===== src/rtl/mult_pkg.sv =====
// Shared types and sizing helpers for the iterative shift-add multiplier.
package mult_pkg;

    typedef enum logic [1:0] {
        IDLE = 2'd0,
        CALC = 2'd1,
        FIN  = 2'd2
    } state_t;

    function automatic int n_iter(input int width, input int step);
        return width / step;
    endfunction

    function automatic int cnt_w(input int width, input int step);
        return $clog2(width / step + 1);
    endfunction

endpackage


===== src/rtl/mult_step.sv =====
// One shift-add iteration: adds multiplicand * STEP multiplier bits, aligned
// to the current bit position, into the double-width accumulator.
module mult_step
    import mult_pkg::*;
#(
    parameter int WIDTH = 32,
    parameter int STEP  = 1,
    localparam int PW   = $clog2(WIDTH)
) (
    input  logic [2*WIDTH-1:0] acc,
    input  logic [WIDTH-1:0]   mcand,
    input  logic [STEP-1:0]    bits,
    input  logic [PW-1:0]      pos,
    output logic [2*WIDTH-1:0] acc_next
);

    logic [2*WIDTH-1:0] pp;

    always_comb begin
        pp = '0;
        for (int i = 0; i < STEP; i++) begin
            if (bits[i]) begin
                pp = pp + ({{WIDTH{1'b0}}, mcand} << i);
            end
        end
        acc_next = acc + (pp << pos);
    end

endmodule


===== src/rtl/mult_iter.sv =====
// Iterative multiplier with start/busy/done handshake; signed mode works on
// magnitudes and negates the finished product when the signs differ.
module mult_iter
    import mult_pkg::*;
#(
    parameter int WIDTH = 32,
    parameter int STEP  = 1
) (
    input  logic               clk,
    input  logic               reset,
    input  logic               start,
    input  logic               sgn,
    input  logic [WIDTH-1:0]   a,
    input  logic [WIDTH-1:0]   b,
    output logic               busy,
    output logic               done,
    output logic [2*WIDTH-1:0] z
);

    localparam int N  = n_iter(WIDTH, STEP);
    localparam int CW = cnt_w(WIDTH, STEP);
    localparam int PW = $clog2(WIDTH);

    state_t             state;
    state_t             state_nx;
    logic [WIDTH-1:0]   mcand;
    logic [WIDTH-1:0]   mplier;
    logic [2*WIDTH-1:0] acc;
    logic [2*WIDTH-1:0] acc_nx;
    logic [CW-1:0]      cnt;
    logic [PW-1:0]      pos;
    logic               neg;
    logic [WIDTH-1:0]   a_mag;
    logic [WIDTH-1:0]   b_mag;

    // -2^(WIDTH-1) negates to itself, which is its correct unsigned magnitude
    assign a_mag = (sgn && a[WIDTH-1]) ? -a : a;
    assign b_mag = (sgn && b[WIDTH-1]) ? -b : b;
    assign busy  = (state != IDLE);

    mult_step #(
        .WIDTH(WIDTH),
        .STEP (STEP)
    ) u_step (
        .acc     (acc),
        .mcand   (mcand),
        .bits    (mplier[STEP-1:0]),
        .pos     (pos),
        .acc_next(acc_nx)
    );

    always_ff @(posedge clk or negedge reset) begin
        if (!reset) begin
            state <= IDLE;
        end else begin
            state <= state_nx;
        end
    end

    always_comb begin
        state_nx = state;
        unique case (state)
            IDLE: if (start) state_nx = CALC;
            CALC: if (cnt == CW'(1)) state_nx = FIN;
            FIN:  state_nx = IDLE;
            default: state_nx = IDLE;
        endcase
    end

    always_ff @(posedge clk or negedge reset) begin
        if (!reset) begin
            mcand  <= '0;
            mplier <= '0;
            acc    <= '0;
            cnt    <= '0;
            pos    <= '0;
            neg    <= 1'b0;
            z      <= '0;
            done   <= 1'b0;
        end else begin
            done <= 1'b0;
            unique case (state)
                IDLE: begin
                    if (start) begin
                        mcand  <= a_mag;
                        mplier <= b_mag;
                        neg    <= sgn & (a[WIDTH-1] ^ b[WIDTH-1]);
                        acc    <= '0;
                        cnt    <= CW'(N);
                        pos    <= '0;
                    end
                end
                CALC: begin
                    acc    <= acc_nx;
                    mplier <= mplier >> STEP;
                    cnt    <= cnt - CW'(1);
                    pos    <= pos + PW'(STEP);
                end
                FIN: begin
                    z    <= neg ? -acc : acc;
                    done <= 1'b1;
                end
                default: ;
            endcase
        end
    end

endmodule

===== config.mk =====
export PLATFORM = sky130hd
export DESIGN_NAME = mult_iter
export DESIGN_NICKNAME = d
export VERILOG_FILES = /design/src/rtl/mult_pkg.sv /design/src/rtl/mult_step.sv /design/src/rtl/mult_iter.sv
export SDC_FILE = /design/constraint.sdc
export NUM_CORES = 1
export LEC_CHECK = 0
export CAP_MARGIN = 20
export CORE_MARGIN = 4
export CORE_UTILIZATION = 42
export CTS_CLUSTER_SIZE = 40
export DETAILED_ROUTE_END_ITERATION = 8
export PLACE_DENSITY = 0.71
export SLEW_MARGIN = 20
export SYNTH_ARGS = -nofsm -noshare
export SYNTH_HDL_FRONTEND = slang
export SYNTH_SLANG_ARGS = --single-unit
export TNS_END_PERCENT = 30

===== constraint.sdc =====
create_clock -name clk -period 14.75 [get_ports clk]
set_input_delay 2.2125 -clock clk [delete_from_list [all_inputs] [get_ports clk]]
set_output_delay 2.2125 -clock clk [all_outputs]
set_load 0.01 [all_outputs]

# Word level (Yosys, flattened, before mapping)
# Index checks and enable logic that the tools add are counted.
[totals]
register_bits = 207
input_bits = 68
output_inout_bits = 66
wordCells = 47
[classes]
addsub = 6
n_eq_ne = 5
n_shift = 1
n_mux = 16
n_bitwise = 2
n_reduce_logical = 8
[ops]
columns = ["op", "count"]
rows = [
  ["two-way mux 32 bit", 4],
  ["two-way mux 64 bit", 2],
  ["one-hot mux 64 bit (2 select lines)", 1],
  ["adder 64 bit", 1],
  ["negator 32 bit", 2],
  ["negator 64 bit", 1],
  ["one-hot mux 32 bit (2 select lines)", 1],
  ["<< shifter 64 x 5 -> 64 bit", 1],
  ["one-hot mux 6 bit (2 select lines)", 1],
  ["one-hot mux 5 bit (2 select lines)", 1],
  ["equality test 6 x 1 -> 1 bit, second input constant", 1],
  ["two-way mux 6 bit", 1],
  ["AND reduction 2 bit", 3],
  ["subtractor 6 x 1 -> 6 bit, second input constant", 1],
  ["adder 5 x 1 -> 5 bit, second input constant", 1],
  ["two-way mux 5 bit", 1],
  ["two-way mux 2 bit", 2],
  ["!= test 2 bit, second input constant", 2],
  ["one-hot mux 2 bit (2 select lines)", 1],
  ["nonzero test 2 bit", 2],
  ["equality test 2 x 1 -> 1 bit, second input constant", 1],
  ["equality test 2 bit, second input constant", 1],
  ["logical AND 1 bit", 2],
  ["zero test 2 bit", 1],
  ["3 further kinds", 3],
]

# Logic depth before layout (Yosys ltp)
# Gate-level depths: netlist (run 1).
[depth]
word_depth = 4
depth_mapped = 22
depth_no_buf = 20

# By module
# Synthesis (run 1) repeated with hierarchy kept, for this count alone.
[unflattened]
cells_unflattened = 2062
area_unflattened_um2 = 16224.3
[by_module_without_submodules]
columns = ["module", "instances", "cells_per_inst", "area_each_um2", "seq_area_each_um2"]
rows = [
  ["mult_iter", 1, 1179, 10635.2, 5180.0],
  ["mult_step", 1, 883, 5589.1, 0.0],
]

# Least setup slack after synthesis (run 1)
# Ideal clock, no wire load.
[synth_path]
path_type = "reg-to-reg"
start = "register pos[0]"
end = "register acc[56]"
setup_ps = 131
t_arrival_ps = 5044
required_ps = 14619
setup_slack_ps = 9575
path_stages_with_launch = 17
n_path_buf = 2
synth_period_minus_slack_ps = 5175
cell_sequence = "dfrtp_1 buf_1 buf_1 mux2i_1 or4b_2 or2_2 fa_1 nor2b_1 o2111ai_1 nand3_1 a31oi_1 o31a_1 o21a_1 o31ai_1 o22ai_1 and4b_1 or3_1"
[synth_via]
elab_chain_cells = 3
[synth_rtl]
columns = ["item", "line_no", "rtl"]
rows = [
  ["start, declared", "mult_iter.sv:31", "logic [PW-1:0] pos;"],
  ["start signal, assigned", "mult_iter.sv:97", "pos <= pos + PW'(STEP);"],
  ["<< shifter 64 x 5 -> 64 bit", "mult_step.sv:26", "acc_next = acc + (pp << pos);"],
  ["adder 64 bit", "mult_step.sv:26", ""],
  ["one-hot mux 64 bit (2 select lines)", "mult_iter.sv:82", "unique case (state)"],
  ["end signal, assigned", "mult_iter.sv:94", "acc <= acc_nx;"],
  ["end, declared", "mult_iter.sv:28", "logic [2*WIDTH-1:0] acc;"],
]
# No other way between the ends.
# A chain may end at the register's enable or synchronous reset.

# Worst setup path in the final report (run 1)
# Same ends and word-level chain as after synthesis.

==> impl_metrics.env, run 1 <==
export IMPL_fin_cells=2520
export IMPL_hold_viol_final=0
export IMPL_cp_end_kind="flop"
export IMPL_ys_ff_latch=207
export IMPL_netlist_top_cell_by_area="dfrtp_1"
export IMPL_synth_area_leaders="dfrtp_1 (33%), o21ai_0 (9.2%), nand2_1 (6.9%)"
export IMPL_syn_area_um2=15900
export IMPL_cts_resized=0
export IMPL_gr_total_overflow=0
export IMPL_clock_sinks=207
export IMPL_root_buffer="clkbuf_16"
export IMPL_start_util_pct=42.9
export IMPL_dieWidth_um=202
export IMPL_synthTopCellsByCount="nand2_1 (293), o21ai_0 (292), dfrtp_1 (207)"
export IMPL_finalCriticalPeriod_ns=5.58
export IMPL_drv_slew=0
export IMPL_firstDrtPassIters=9
export IMPL_period_share_pct=37.9
export IMPL_rsz0062_at_grt="false"
export IMPL_fp_dieH_um=202
export IMPL_irDropWorstVdd_mv=0.113
export IMPL_final_nets=2145
export IMPL_dp_hpwl_um=33300
export IMPL_drt_iter0_drc=1019
export IMPL_timing_fmax_ghz=0.179
export IMPL_antennaDiodeCount=0
export IMPL_p_leak_uw=0.00777
export IMPL_yosys_most_used_dff="dfrtp_1"
export IMPL_finClkSkew_ns=0.0168
export IMPL_crit_required_ns=15.16
export IMPL_path_clk_slew_ns=0.06
export IMPL_dieArea_um2=41000
export IMPL_synth_edf_count=0
export IMPL_hold_buffers=0
export IMPL_ys_warn_count=0
export IMPL_num_vias=14300
export IMPL_post_cts_buffers=0
export IMPL_synth_top_area_share_pct=32.6
export IMPL_syn_inst=1945
export IMPL_status="finished clean"
export IMPL_antenna_found_initial=0
export IMPL_tightest_slew_ns=0.973
export IMPL_grt_max_degree=126
export IMPL_cp_max_fo=40
export IMPL_crit_type="flop to flop"
export IMPL_cts_buffers=23
export IMPL_num_io_pins=134
export IMPL_synth_most_common_cell="nand2_1"
export IMPL_insertion_delay_ns=0.54
export IMPL_final_layout_size_suffix_gt1_share_pct=5.65
export IMPL_viasPerCell=5.69
export IMPL_grt_pass1_vias=13700
export IMPL_place_gp_congestion=0.933
export IMPL_min_path_type="flop to flop"
export IMPL_slew_headroom_pct=35.2
export IMPL_cts_tree="done"
export IMPL_rows=70
export IMPL_cp_start_kind="flop"
export IMPL_drc_errors=0
export IMPL_synth_nets=2091
export IMPL_place_inst=2477
export IMPL_portBuffers=133
export IMPL_wl_per_cell_um=17.5
export IMPL_synthDistinctLibCells=76
export IMPL_ant_nets=0
export IMPL_setup_tns_ns=0
export IMPL_grt_pass1_wl_um=71800
export IMPL_drt_total_wl_um=44200
export IMPL_drv_cap=0
export IMPL_fp_coreArea_um2=37000
export IMPL_synthArstFlopShare_pct=100
export IMPL_worstPathArrival_ns=6.00
export IMPL_area_delta_synth_final_pct=15.5
export IMPL_track_usage_pct=21.0
export IMPL_ys_seq_area_share_pct=32.6
export IMPL_p_per_area_nw_per_um2=228
export IMPL_cts_path_max_buffers=3
export IMPL_syn_area_per_cell_um2=8.16
export IMPL_htree_levels=1
export IMPL_setup_viol=0
## through the flow
step           utilization, %  worst slack [ns]  hold WS [ns]  area (µm²)  total power (µW)
5_1_grt                  49.6              8.80         0.497       18300              4540
6_report                 49.6              9.17         0.476       18300              4180
3_5_place_dp             47.4              9.25         0.469       17500              3570
2_1_floorplan               -              9.58         0.457       15900              2810
4_1_cts                  49.5              9.21         0.482       18300              4180
3_3_place_gp             47.4              9.33         0.460       17500              3530
## power breakdown
part / switching (µW) / leakage (µW) / internal, µW / total, µW
Combinational: 1420 / 0.00499 / 1010 / 2430
Clock: 239 / 0.000378 / 357 / 596
Sequential: 319 / 0.00240 / 835 / 1150
## placed cells by master, fill, tap and decap left out, drive strengths merged, types with 9 or more instances in the layout
master	netlist	layout
o41ai	12	12
a21o	41	41
or3	11	11
nor3	24	24
o21ai	297	297
nand3	58	58
or4	11	11
xor2	112	112
xnor2	63	63
a31o	9	9
or2	9	9
nand2	293	293
mux2i	41	41
inv	32	34
nor2b	12	12
o21bai	15	15
clkdlybuf4s50	0	132
nor2	119	119
nor4	16	16
nand2b	23	23
o22ai	23	23
a21oi	105	105
mux4	14	14
o31ai	33	33
clkbuf	100	34
a22oi	31	31
dfrtp	207	207
and2	14	14
nand4	27	27
buf	17	14
a31oi	12	12
o21a	13	13
ha	77	77
## area by class of cell
type	instances	area, µm²
well taps	504	631
flip-flops and latches	207	5180
inverters	33	124
multi-input cells	1588	10100
clock buffers	34	647
clock inverters	8	123
fillers	3604	18600
repair buffers	146	1460
## metal layers
| layer | track usage, % | share of wire (%) | vias to the layer above |
|---|---|---|---|
| met2 | 33.1 | 44 | 378 |
| met5 | 0 | 0 | - |
| met4 | 6.06 | 2.9 | 0 |
| li1 | - | - | 7135 |
| met3 | 2.76 | 5.2 | 83 |
| met1 | 30.2 | 48 | 6745 |
## worst paths after layout
kind | endpoint | cells after the start | slack (ns) | start
setup / recovery | acc[56]$_DFFE_PN0P_ | 18 | 9.17 | pos[0]$_DFFE_PN0P_
hold / removal | z[28]$_DFFE_PN0P_ | 2 | 0.48 | z[28]$_DFFE_PN0P_
setup reg to reg | acc[56]$_DFFE_PN0P_ | 18 | 9.17 | pos[0]$_DFFE_PN0P_
hold reg to reg | z[28]$_DFFE_PN0P_ | 2 | 0.48 | z[28]$_DFFE_PN0P_
max in group asynchronous | neg$_DFFE_PN0P_ | 2 | 12.15 | reset
min in group asynchronous | acc[2]$_DFFE_PN0P_ | 1 | 1.53 | reset
## state kept, by name (all words and copies together) (netlist names)
| name | count |
|---|---|
| neg | 1 |
| pos | 5 |
| mplier | 32 |
| acc | 64 |
| state | 2 |
| mcand | 32 |
| done | 1 |
| z | 64 |
| cnt | 6 |
## kinds of logic (layout without fill, tap and decap cells)
group	Yosys count	in the layout	synth area share, %
buf+inv	150	221	3.60
flops	207	207	32.6
xor+xnor	175	175	9.66
compound gates	635	635	24.0
fa+ha+maj	78	78	6.20
mux	63	63	5.14
simple gates	637	637	18.7
## worst max-delay path: stages, from the launching register on
cell and delay (ns):
dfrtp_2 1.01, mux2_2 0.43, o211ai_1 0.23, nor2_1 0.07, a31oi_1 0.33, nand2_1 0.09, o21ai_0 0.23, nor2_1 0.17
ha_1 0.41, nand2_1 0.10, nor2_1 0.17, a221o_1 0.17, a31oi_1 0.09, o31a_1 0.42, o21a_1 0.24, o31ai_1 0.51
o22ai_1 0.17, and4b_1 0.23, or3_1 0.35
No activity file was read; power rests on OpenSTA's default activity.
==> run 2, diff against run 1 <==
==> constraint.sdc (replaced) <==
create_clock -name clk -period 5.5 [get_ports clk]
set_input_delay 0.825 -clock clk [delete_from_list [all_inputs] [get_ports clk]]
set_output_delay 0.825 -clock clk [all_outputs]
set_load 0.01 [all_outputs]
==> run 2 against run 1 <==
Compared with the run above:
- worst hold slack lost 0.058 ns
- fmax grew 12%
- highest routed layer unchanged
- clock power rose by 150%
- core utilization rose by 0.071 points
- global-route usage shrank 0.13 points
- flip-flop and latch count did not move
- final area up 0.14%
- die area stayed put
- first-iteration DRC count is 13% higher
==> impl_metrics.env, run 2 (synthesized netlist as in run 1, its figures left out) <==
export IMPL_grt_pass1_wl_um=71900
export IMPL_crit_buf_inv=1
export IMPL_fp_dieH_um=202
export IMPL_htree_levels=1
export IMPL_p_per_area_nw_per_um2=610
export IMPL_final_layout_size_suffix_gt1_share_pct=6.13
export IMPL_rows=70
export IMPL_timing_fmax_ghz=0.200
export IMPL_drt_iter0_drc=1155
export IMPL_dieArea_um2=41000
export IMPL_period_share_pct=90.9
export IMPL_dp_hpwl_um=33900
export IMPL_gr_total_overflow=0
export IMPL_cp_end_kind="flop"
export IMPL_area_delta_synth_final_pct=15.6
export IMPL_root_buffer="clkbuf_16"
export IMPL_grt_pass1_vias=13800
export IMPL_place_inst=2488
export IMPL_mostFrequentLayoutCells="nand2_1 (292), o21ai_0 (292), dfrtp_1 (205)"
export IMPL_cp_max_fo=20
export IMPL_track_usage_pct=20.8
export IMPL_cts_tree="done"
export IMPL_worst_slack_ns=0.499
export IMPL_dieWidth_um=202
export IMPL_cts_buffers=23
export IMPL_start_util_pct=42.9
export IMPL_wl_per_cell_um=17.4
export IMPL_setup_viol=0
export IMPL_firstDrtPassIters=6
export IMPL_hold_viol_final=0
export IMPL_tightest_slew_ns=0.847
export IMPL_ant_nets=0
export IMPL_slowest_stage="dfrtp_2"
export IMPL_cp_start_kind="flop"
export IMPL_cts_resized=0
export IMPL_cts_path_max_buffers=3
export IMPL_insertion_delay_ns=0.53
export IMPL_fp_coreArea_um2=37000
export IMPL_drv_cap=0
export IMPL_status="finished clean"
export IMPL_clock_sinks=207
export IMPL_worstPathArrival_ns=5.41
export IMPL_grt_max_degree=105
export IMPL_portBuffers=133
export IMPL_crit_family="compound AO/OA/AOI/OAI gates"
export IMPL_crit_type="flop to flop"
export IMPL_setup_tns_ns=0
export IMPL_place_gp_congestion=0.995
export IMPL_slew_headroom_pct=43.6
export IMPL_max_stage_delay_ns=0.66
export IMPL_fin_cells=2529
export IMPL_fill_cells=3620
export IMPL_biggestRegsByFlops="acc: 64 flops, z: 64 flops"
export IMPL_post_cts_buffers=0
export IMPL_drt_total_wl_um=44000
export IMPL_worstSetupPathDepth=16
export IMPL_drv_slew=0
export IMPL_crit_required_ns=5.91
export IMPL_final_nets=2156
export IMPL_viasPerCell=5.72
export IMPL_p_leak_uw=0.00779
export IMPL_worst_r2r_cell_count=16
export IMPL_finClkSkew_ns=0.0180
export IMPL_min_path_type="input port to async pin"
export IMPL_antenna_found_initial=1
export IMPL_num_vias=14500
export IMPL_drc_errors=0
export IMPL_num_io_pins=134
export IMPL_cp_common_cell="mux2i_1"
export IMPL_dp_slack_ns=0.514
export IMPL_finalCriticalPeriod_ns=5.00
export IMPL_rsz0062_at_grt="false"
export IMPL_irDropWorstVdd_mv=0.274
export IMPL_path_clk_slew_ns=0.07
export IMPL_crit_chain="buf_4 > mux4_2 > a31o_2 > mux2i_1 > mux2i_1 > ha_1 > nand2_1 > or4_1 > o21ai_0 > a31oi_1 > o31a_1 > o21a_1 > o31ai_1 > o22ai_1 > and4b_1 > or3_1"
export IMPL_hold_buffers=0
run 2: changes by cell type in the layout (fill, tap and decap cells not counted), moves of 2 or more:
cell       delta
buf_6         -2
clkbuf_1      -2
buf_4        +12
bufinv_16     -2
run 2: per-stage QoR:
step           cell area [µm²]  utilization (%)  hold slack, ns  power (µW)
2_1_floorplan            15900                -           0.457        7550
3_3_place_gp             17600             47.6           0.460        9530
3_5_place_dp             17600             47.6           0.470        9660
4_1_cts                  18300             49.5           0.441       11200
5_1_grt                  18300             49.6           0.492       12100
6_report                 18300             49.6           0.418       11200
run 2: layout make-up:
cell class              instances  area [µm²]  area share [%]
diodes                          1        2.50          0.0136
clock buffers                  32         639            3.49
clock inverters                 7        67.6           0.368
inverters                      33         124           0.675
multi-input cells            1588       10100            55.3
flip-flops and latches        207        5180            28.3
well taps                     504         631            3.44
repair buffers                157        1550            8.44
run 2: power by group:
group	switching [µW]	internal (µW)	total, µW
Combinational	3860	2780	6640
Clock	612	854	1470
Sequential	845	2240	3090
Total	5320	5880	11200
run 2: worst reg2reg max path, stage by stage, from the launching register on:
cell and delay, ns:
dfrtp_2 0.66, buf_4 0.27, mux4_2 0.52, a31o_2 0.27, mux2i_1 0.22, mux2i_1 0.14
ha_1 0.40, nand2_1 0.13, or4_1 0.57, o21ai_0 0.18, a31oi_1 0.07, o31a_1 0.21
o21a_1 0.24, o31ai_1 0.31, o22ai_1 0.14, and4b_1 0.21, or3_1 0.36
run 2: final timing paths:
check / start / end / slack, ns
max in group asynchronous: reset / z[51]$_DFFE_PN0P_ / 3.87
worst min-delay path: reset / mcand[3]$_DFFE_PN0P_ / 0.42
min in group clk: z[29]$_DFFE_PN0P_ / z[29]$_DFFE_PN0P_ / 0.48
worst max-delay path: pos[0]$_DFFE_PN0P_ / acc[56]$_DFFE_PN0P_ / 0.50
worst max register to register: pos[0]$_DFFE_PN0P_ / acc[56]$_DFFE_PN0P_ / 0.50
worst min register to register: z[29]$_DFFE_PN0P_ / z[29]$_DFFE_PN0P_ / 0.48
run 2: metal layers:
metal	GRT usage, %	part of all wire (%)	up-vias	wire length [µm]
li1	-	-	7155	-
met1	29.9	48	6797	21100
met2	32.5	43	417	19100
met3	2.84	5.5	89	2410
met4	7.06	3.4	0	1490
met5	0	0	-	0
==> run 3, diff against run 2 <==
--- a/config.mk
+++ b/config.mk
@@ -10,6 +10,8 @@
 export CORE_UTILIZATION = 42
 export CTS_CLUSTER_SIZE = 40
 export DETAILED_ROUTE_END_ITERATION = 8
+export HOLD_SLACK_MARGIN = 0.03
+export MAX_ROUTING_LAYER = met4
 export PLACE_DENSITY = 0.71
 export SLEW_MARGIN = 20
 export SYNTH_ARGS = -nofsm -noshare
==> constraint.sdc (replaced) <==
create_clock -name clk -period 5.9 [get_ports clk]
set_input_delay 0.885 -clock clk [delete_from_list [all_inputs] [get_ports clk]]
set_output_delay 0.885 -clock clk [all_outputs]
set_load 0.01 [all_outputs]
==> run 3 against run 2 <==
Compared with the run above:
- sequential power down 5%
- setup slack worse by 0.042 ns
- final cell count down 0.24%
- via count fell by 0.48%
- wire length grew 0.53%
- worst hold slack improved by 0.019 ns
- final area up 0.12%
- largest power group unchanged
==> impl_metrics.env, run 3 (synthesized netlist as in run 1, its figures left out) <==
export IMPL_path_clk_slew_ns=0.06
export IMPL_worstPathArrival_ns=5.84
export IMPL_cp_max_fo=40
export IMPL_fp_dieH_um=202
export IMPL_mostFrequentLayoutCells="nand2_1 (292), o21ai_0 (292), dfrtp_1 (204)"
export IMPL_fill_cells=3606
export IMPL_max_stage_delay_ns=0.97
export IMPL_antenna_found_initial=0
export IMPL_dieWidth_um=202
export IMPL_num_vias=14400
export IMPL_crit_buf_inv=1
export IMPL_start_util_pct=42.9
export IMPL_fp_coreArea_um2=37000
export IMPL_track_usage_pct=21.6
export IMPL_crit_family="compound AO/OA/AOI/OAI gates"
export IMPL_crit_chain="mux2_2 > o211ai_1 > nor2_1 > a31o_2 > mux2i_1 > o22ai_1 > ha_1 > nand2_1 > or4_1 > o21ai_0 > a31oi_1 > o31a_1 > o21a_1 > o31ai_1 > buf_4 > o22ai_1 > and4b_1 > or3_1"
export IMPL_root_buffer="clkbuf_16"
export IMPL_antennaDiodeCount=0
export IMPL_clock_sinks=207
export IMPL_multiInputGateArea_um2=10100
export IMPL_cts_path_max_buffers=3
export IMPL_seqCellArea_um2=5190
export IMPL_cts_tree="done"
export IMPL_finalCriticalPeriod_ns=5.44
export IMPL_drc_errors=0
export IMPL_p_total_uw=10500
export IMPL_crit_required_ns=6.29
export IMPL_setup_tns_ns=0
export IMPL_grt_busiest_layer="met2"
export IMPL_firstDrtPassIters=5
export IMPL_period_share_pct=92.2
export IMPL_wl_per_cell_um=17.5
export IMPL_drv_cap=0
export IMPL_ant_nets=0
export IMPL_setup_viol=0
export IMPL_min_path_type="input port to async pin"
export IMPL_cp_end_kind="flop"
export IMPL_p_per_area_nw_per_um2=573
export IMPL_globalRouteMet3Util_pct=2.68
export IMPL_place_gp_congestion=0.982
export IMPL_drv_slew=0
export IMPL_htree_levels=1
export IMPL_grt_pass1_vias=13600
export IMPL_rsz0062_at_grt="false"
export IMPL_irDropWorstVdd_mv=0.252
export IMPL_drt_iter0_drc=1059
export IMPL_finClkSkew_ns=0.0113
export IMPL_crit_type="flop to flop"
export IMPL_num_io_pins=134
export IMPL_dieArea_um2=41000
export IMPL_met2_usage_pct=33.1
export IMPL_portBuffers=133
export IMPL_final_nets=2148
export IMPL_worst_slack_ns=0.458
export IMPL_viasPerCell=5.70
export IMPL_dp_hpwl_um=34100
export IMPL_cp_start_kind="flop"
export IMPL_slowest_stage="dfrtp_2"
export IMPL_area_delta_synth_final_pct=15.8
export IMPL_grt_pass1_wl_um=72100
export IMPL_timing_hold_ws_ns=0.437
export IMPL_cts_buffers=23
export IMPL_hold_buffers=0
export IMPL_biggestRegsByFlops="acc: 64 flops, z: 64 flops"
export IMPL_p_leak_uw=0.00779
export IMPL_grt_max_degree=116
export IMPL_insertion_delay_ns=0.52
export IMPL_rows=70
export IMPL_status="finished clean"
export IMPL_timing_fmax_ghz=0.184
export IMPL_gr_total_overflow=0
export IMPL_grt_use_met1_pct=30.9
export IMPL_reg2reg_slack_ns=0.46
export IMPL_post_cts_buffers=0
export IMPL_final_layout_size_suffix_gt1_share_pct=5.94
export IMPL_cp_common_cell="o22ai_1"
export IMPL_tightest_slew_ns=1.07
export IMPL_drt_total_wl_um=44200
export IMPL_cts_resized=0
export IMPL_hold_viol_final=0
export IMPL_dp_slack_ns=0.496
export IMPL_slew_headroom_pct=28.2
[run 3: cell types whose count changed in the layout (fill, tap and decap cells not counted)]
cell        before  now
clkinv_2         4    0
buf_16           1    0
dfrtp_1        205  204
diode_2          1    0
clkbuf_8         4    8
dfrtp_2          1    2
clkinvlp_4       0    1
bufinv_16        1    3
buf_4           22   15
[run 3: stage by stage]
step                      cell area, µm²  instances  utilization, %
after floorplan                    15900       1945               -
after global placement             17600       2481            47.5
after detailed placement           17600       2481            47.5
after CTS                          18400       2523            49.7
after global routing               18400       2523            49.7
final                              18400       2523            49.7
[run 3: per-layer routing]
| metal | share of wire (%) | routed length [µm] |
|---|---|---|
| met4 | 2.1 | 941 |
| met2 | 44 | 19600 |
| met5 | 0 | 0 |
| met1 | 48 | 21300 |
| met3 | 5.5 | 2450 |
[run 3: worst paths after layout]
| kind | from | endpoint | depth (start not counted) |
|---|---|---|---|
| max in group asynchronous | reset | neg$_DFFE_PN0P_ | 2 |
| max | pos[0]$_DFFE_PN0P_ | acc[56]$_DFFE_PN0P_ | 18 |
| min in group clk | z[19]$_DFFE_PN0P_ | z[19]$_DFFE_PN0P_ | 2 |
| min reg2reg | z[19]$_DFFE_PN0P_ | z[19]$_DFFE_PN0P_ | 2 |
| min | reset | z[0]$_DFFE_PN0P_ | 1 |
| max reg2reg | pos[0]$_DFFE_PN0P_ | acc[56]$_DFFE_PN0P_ | 18 |
[run 3: report_power, final]
part,total (µW),internal [µW],leakage (µW),switching (µW)
registers,2930,2090,0.00240,845
logic,6060,2530,0.00500,3530
clock network,1520,939,0.000392,586
total,10500,5560,0.00779,4960
[run 3: cell type report]
cell class	count	share of cell area [%]
Clock buffer	36	3.78
Clock inverter	6	0.627
Inverter	33	0.674
Multi-Input combinational cell	1588	55.3
Sequential cell	207	28.2
Tap cell	504	3.43
Timing Repair Buffer	149	7.99
[run 3: worst register-to-register path, cell delays in order (launching register included)]
cell and delay, ns:
dfrtp_2 0.97, mux2_2 0.44, o211ai_1 0.23, nor2_1 0.07, a31o_2 0.25, mux2i_1 0.30, o22ai_1 0.22, ha_1 0.41
nand2_1 0.12, or4_1 0.54, o21ai_0 0.19, a31oi_1 0.06, o31a_1 0.20, o21a_1 0.24, o31ai_1 0.26, buf_4 0.17
o22ai_1 0.08, and4b_1 0.20, or3_1 0.37
